File: src/rtl/match_count_display.sv
// Counts rising edges of a match strobe into a two-digit BCD register (00-99) and drives
// registered active-low seven-segment digits. Define COUNT_SATURATE_EN to stop at 99 instead of wrapping.
module match_count_display (
    input  logic       clk,
    input  logic       rst,
    input  logic       ena,
    input  logic       clr,
    input  logic       match_in,
    output logic [7:0] count_bcd,
    output logic       wrap,
    output logic [7:0] DISP0,
    output logic [7:0] DISP1
);

    logic       r_match_q;
    logic [3:0] r_ones;
    logic [3:0] r_tens;
    logic       r_wrap;
    logic [7:0] r_disp0;
    logic [7:0] r_disp1;

    logic       w_edge;
    logic [3:0] w_ones_next;
    logic [3:0] w_tens_next;
    logic       w_wrap_next;
    logic [7:0] w_seg_ones;
    logic [7:0] w_seg_tens;

    // Segment order {dp,g,f,e,d,c,b,a}, active-low; dp stays off and non-BCD codes blank.
    function automatic logic [7:0] seg7(input logic [3:0] digit);
        logic [7:0] code;
        case (digit)
            4'd0:    code = 8'hC0;
            4'd1:    code = 8'hF9;
            4'd2:    code = 8'hA4;
            4'd3:    code = 8'hB0;
            4'd4:    code = 8'h99;
            4'd5:    code = 8'h92;
            4'd6:    code = 8'h82;
            4'd7:    code = 8'hF8;
            4'd8:    code = 8'h80;
            4'd9:    code = 8'h90;
            default: code = 8'hFF;
        endcase
        return code;
    endfunction

    assign w_edge = match_in & ~r_match_q;

    always_comb begin
        w_ones_next = r_ones;
        w_tens_next = r_tens;
        w_wrap_next = 1'b0;
        if (clr) begin
            w_ones_next = 4'd0;
            w_tens_next = 4'd0;
        end else if (ena && w_edge) begin
            if (r_ones == 4'd9 && r_tens == 4'd9) begin
`ifdef COUNT_SATURATE_EN
                w_ones_next = 4'd9;
                w_tens_next = 4'd9;
`else
                w_ones_next = 4'd0;
                w_tens_next = 4'd0;
                w_wrap_next = 1'b1;
`endif
            end else if (r_ones == 4'd9) begin
                w_ones_next = 4'd0;
                w_tens_next = r_tens + 4'd1;
            end else begin
                w_ones_next = r_ones + 4'd1;
            end
        end
    end

    // Tens digit suppresses its leading zero.
    assign w_seg_ones = seg7(r_ones);
    assign w_seg_tens = (r_tens == 4'd0) ? 8'hFF : seg7(r_tens);

    always_ff @(posedge clk or negedge rst) begin
        if (!rst) begin
            r_match_q <= 1'b0;
            r_ones    <= 4'd0;
            r_tens    <= 4'd0;
            r_wrap    <= 1'b0;
            r_disp0   <= 8'hC0;
            r_disp1   <= 8'hFF;
        end else begin
            r_match_q <= match_in;
            r_ones    <= w_ones_next;
            r_tens    <= w_tens_next;
            r_wrap    <= w_wrap_next;
            r_disp0   <= w_seg_ones;
            r_disp1   <= w_seg_tens;
        end
    end

    assign count_bcd = {r_tens, r_ones};
    assign wrap      = r_wrap;
    assign DISP0     = r_disp0;
    assign DISP1     = r_disp1;

endmodule

File: config.mk
export PLATFORM = sky130hd
export DESIGN_NAME = match_count_display
export DESIGN_NICKNAME = d
export VERILOG_FILES = /design/src/rtl/match_count_display.sv
export SDC_FILE = /design/constraint.sdc
export NUM_CORES = 1
export LEC_CHECK = 0
export ABC_AREA = 1
export BUFFER_PORTS_ARGS = -buffer_cell sky130_fd_sc_hd__buf_2
export CELL_PAD_IN_SITES_DETAIL_PLACEMENT = 1
export CELL_PAD_IN_SITES_GLOBAL_PLACEMENT = 2
export CORE_AREA = 2 2 63 65
export CTS_BUF_LIST = sky130_fd_sc_hd__clkbuf_2
export CTS_CLUSTER_DIAMETER = 120
export DETAILED_ROUTE_END_ITERATION = 6
export DIE_AREA = 0 0 65 67
export GPL_TIMING_DRIVEN = 0
export PLACE_DENSITY_LB_ADDON = 0.08
export SLEW_MARGIN = 20
export SYNTH_ARGS = -nofsm -noshare
export SYNTH_HDL_FRONTEND = slang
export SYNTH_SLANG_ARGS = --single-unit
export TNS_END_PERCENT = 10
File: constraint.sdc
create_clock -name clk -period 2.1 [get_ports clk]
set_clock_uncertainty 0.1 [all_clocks]
set_input_delay 0 -clock clk [delete_from_list [all_inputs] [get_ports clk]]
set_output_delay 0 -clock clk [all_outputs]
set_load 0.03 [all_outputs]
==> run metrics <==
post-synth top area share=31.9%; synth warn=0; Slew HR=66.0%; most common flop cell mapped by yosys=dfrtp_1; number of global-route vias before repair=1039; Post-synth EDFFs=0; final hold slack=44.4 ps; Tightest Pin Transition=510 ps; DR iter-0 viols=11; worst setup margin=174 ps; CP Class=reg -> reg; Comb pwr share=22.4%; largest family of logic cells by synthesized area=simple AND/OR/NAND/NOR gates; Routed WL=2510 µm; site row count=22; core footprint=3610 µm²; worst skew pair latency=320 ps; I/O pin count=30; Synth area leaders=dfrtp_1 32%, dfstp_2 17%, ha_1 10%; CP Max Fanout=6; Adder-Cell Fraction of Synth Area=9.96%; FILL cells=462; compound-cell area share of the yosys netlist=11.7%; synthesized area=1260 µm²; synthesis-to-finish area growth=23.0%; die height=67 µm; Bufs on Longest Clock Path=2; CTS tree=yes; n_diodes=0; # H-tree levels=1; Synth area leader=dfrtp_1; fin nets=193; clock-pin slew on the worst setup and hold paths=220 ps; Max Freq=519 MHz; final setup TNS=0 ps; Avg Inst Size Synth=9.10 µm²; async set or reset register ratio after synthesis=100%; Reg power frac=58.3%; endpoints failing setup=0; Die Width=65 µm; Avg WL per Cell=11.1 µm; clock share of power=19.3%; most frequent cells in the layout=29 x buf_2, 27 x nand2_1, 13 x dfrtp_1, 13 x inv_1; RSZ-0062 raised after global routing=no; die area=4360 µm²; final hold viol count=0; Slew Limit Fails=0; Via density=4.37; drt drc=0; P_int=0.000608 W; Unique masters post-synth=28; WP data required=2270 ps; pre-CTS setup slack=552 ps; clk sink count=24; largest net degree at the start of global routing=25; status=finished clean; post-synthesis mux area share=0%; crit path DAT=2090 ps; switching portion of total power=31.7%; share of layout cells above drive strength 1=35.0%; max-cap violations=0; first drt pass iteration count=3; Final GP Congestion=0.716; initial core utilization=34.8%; global-route usage over all layers=13.5%; Post-Synth XOR/XNOR Area=1.39%; initial antenna violation count=0; Hold Crit Class=in -> async; worst vdd ir=0.229 mV; part of the cycle the worst path needs=91.7%; Yosys reg bits=24; HPWL Detailed=1990 µm; TritonCTS Buffers=3; CP endpoint kind=register; Mapped Cells=138; antenna-violating nets left=0; Root Driver=clkbuf_2; grt total ovfl=0; Pwr Density=577 nW/µm²; Simple-Gate Fraction of Synth Area=20.1%; first-pass GRT wire length=4650 µm; most common cell after layout, fill and taps aside=buf_2; Vias=984; register area share after synthesis=48.6%; crit start category=register; Switch Pwr=0.000283 W; PortBufs=27; leakage dissipation=0.786 nW; Min Clock Period, post-route=1930 ps
[through the flow]
| stage | power [W] | utilization [%] | instance area, µm² | instances |
|---|---|---|---|---|
| finish | 0.000891 | 42.9 | 1550 | 225 |
| global route | 0.000955 | 42.9 | 1550 | 225 |
| CTS | 0.000904 | 42.3 | 1520 | 223 |
| detailed placement | 0.000724 | 40.4 | 1460 | 214 |
| global placement | 0.000721 | 40.4 | 1460 | 214 |
| floorplan | 0.000666 | - | 1260 | 139 |
[flip-flops by register name, summed over array words and instances (netlist names)]
register / count
DISP0: 7
r_match_q: 1
r_tens: 4
wrap: 1
DISP1: 7
r_ones: 4
[metal layers]
| metal | vias up | part of all wire, % | global-route usage [%] |
|---|---|---|---|
| met3 | 2 | 4.0 | 1.52 |
| met4 | 0 | 0.60 | 2.39 |
| met1 | 446 | 49 | 17.9 |
| met2 | 22 | 46 | 23.8 |
| li1 | 514 | - | - |
| met5 | - | 0 | 0 |
[cells by family after synthesis]
group                    Yosys count
AND/OR/NAND/NOR                   53
AO/OA/AOI/OAI                     25
flip-flops                        24
buffers and inverters             23
adder cells (fa/ha/maj)           10
XOR/XNOR                           2
other                              1
[power by group through the flow]
stage               Combinational, W  Sequential, W  Clock (W)
floorplan                  0.0000758       0.000590          0
global placement            0.000194       0.000527          0
detailed placement          0.000195       0.000529          0
CTS                         0.000202       0.000521   0.000182
global route                0.000223       0.000524   0.000208
finish                      0.000199       0.000520   0.000172
[worst max-delay path, stage by stage, from the launching register on]
cell and delay, ps:
dfrtp_2 480, inv_2 100, ha_2 220, nand3_4 120, nor4_2 270, dlygate4sd3_1 580
[what timing repair did]
item,in CTS,in global routing
hold buffers,5,0
setup buffers,0,2
resized for setup,0,5
setup endpoints to repair,0,1
hold endpoints to repair,32,0
[synthesized netlist by cell type, types with 3 or more instances]
cell	n
dfrtp_1	16
buf_4	3
o21ai_1	9
o21ai_2	3
nor2_1	9
inv_2	3
ha_1	10
nand2_1	27
o21ai_0	6
nand3_1	9
a21oi_1	3
inv_1	14
dfstp_2	8
nand2_2	3
[cell type report]
class                   instances  area [µm²]  area share (%)
plain buffers                   5        32.5            2.11
clock buffers                   3        15.0           0.972
clock inverters                 1        3.75           0.243
inverters                      18        67.6            4.37
multi-input cells              92         552            35.7
flip-flops and latches         24         614            39.8
well taps                      48        60.1            3.89
repair buffers                 34         200            13.0
[final timing paths]
path,from,end,slack (ps),depth (start not counted)
min in group clk,match_in,r_match_q,240,2
min,rst,DISP0[4],40,2
min reg2reg,r_ones[0],r_ones[0],480,1
max,r_ones[1],wrap,170,5
max in group asynchronous,rst,DISP1[5],1480,2
max reg2reg,r_ones[1],wrap,170,5
(Power assumes the default switching activity.)
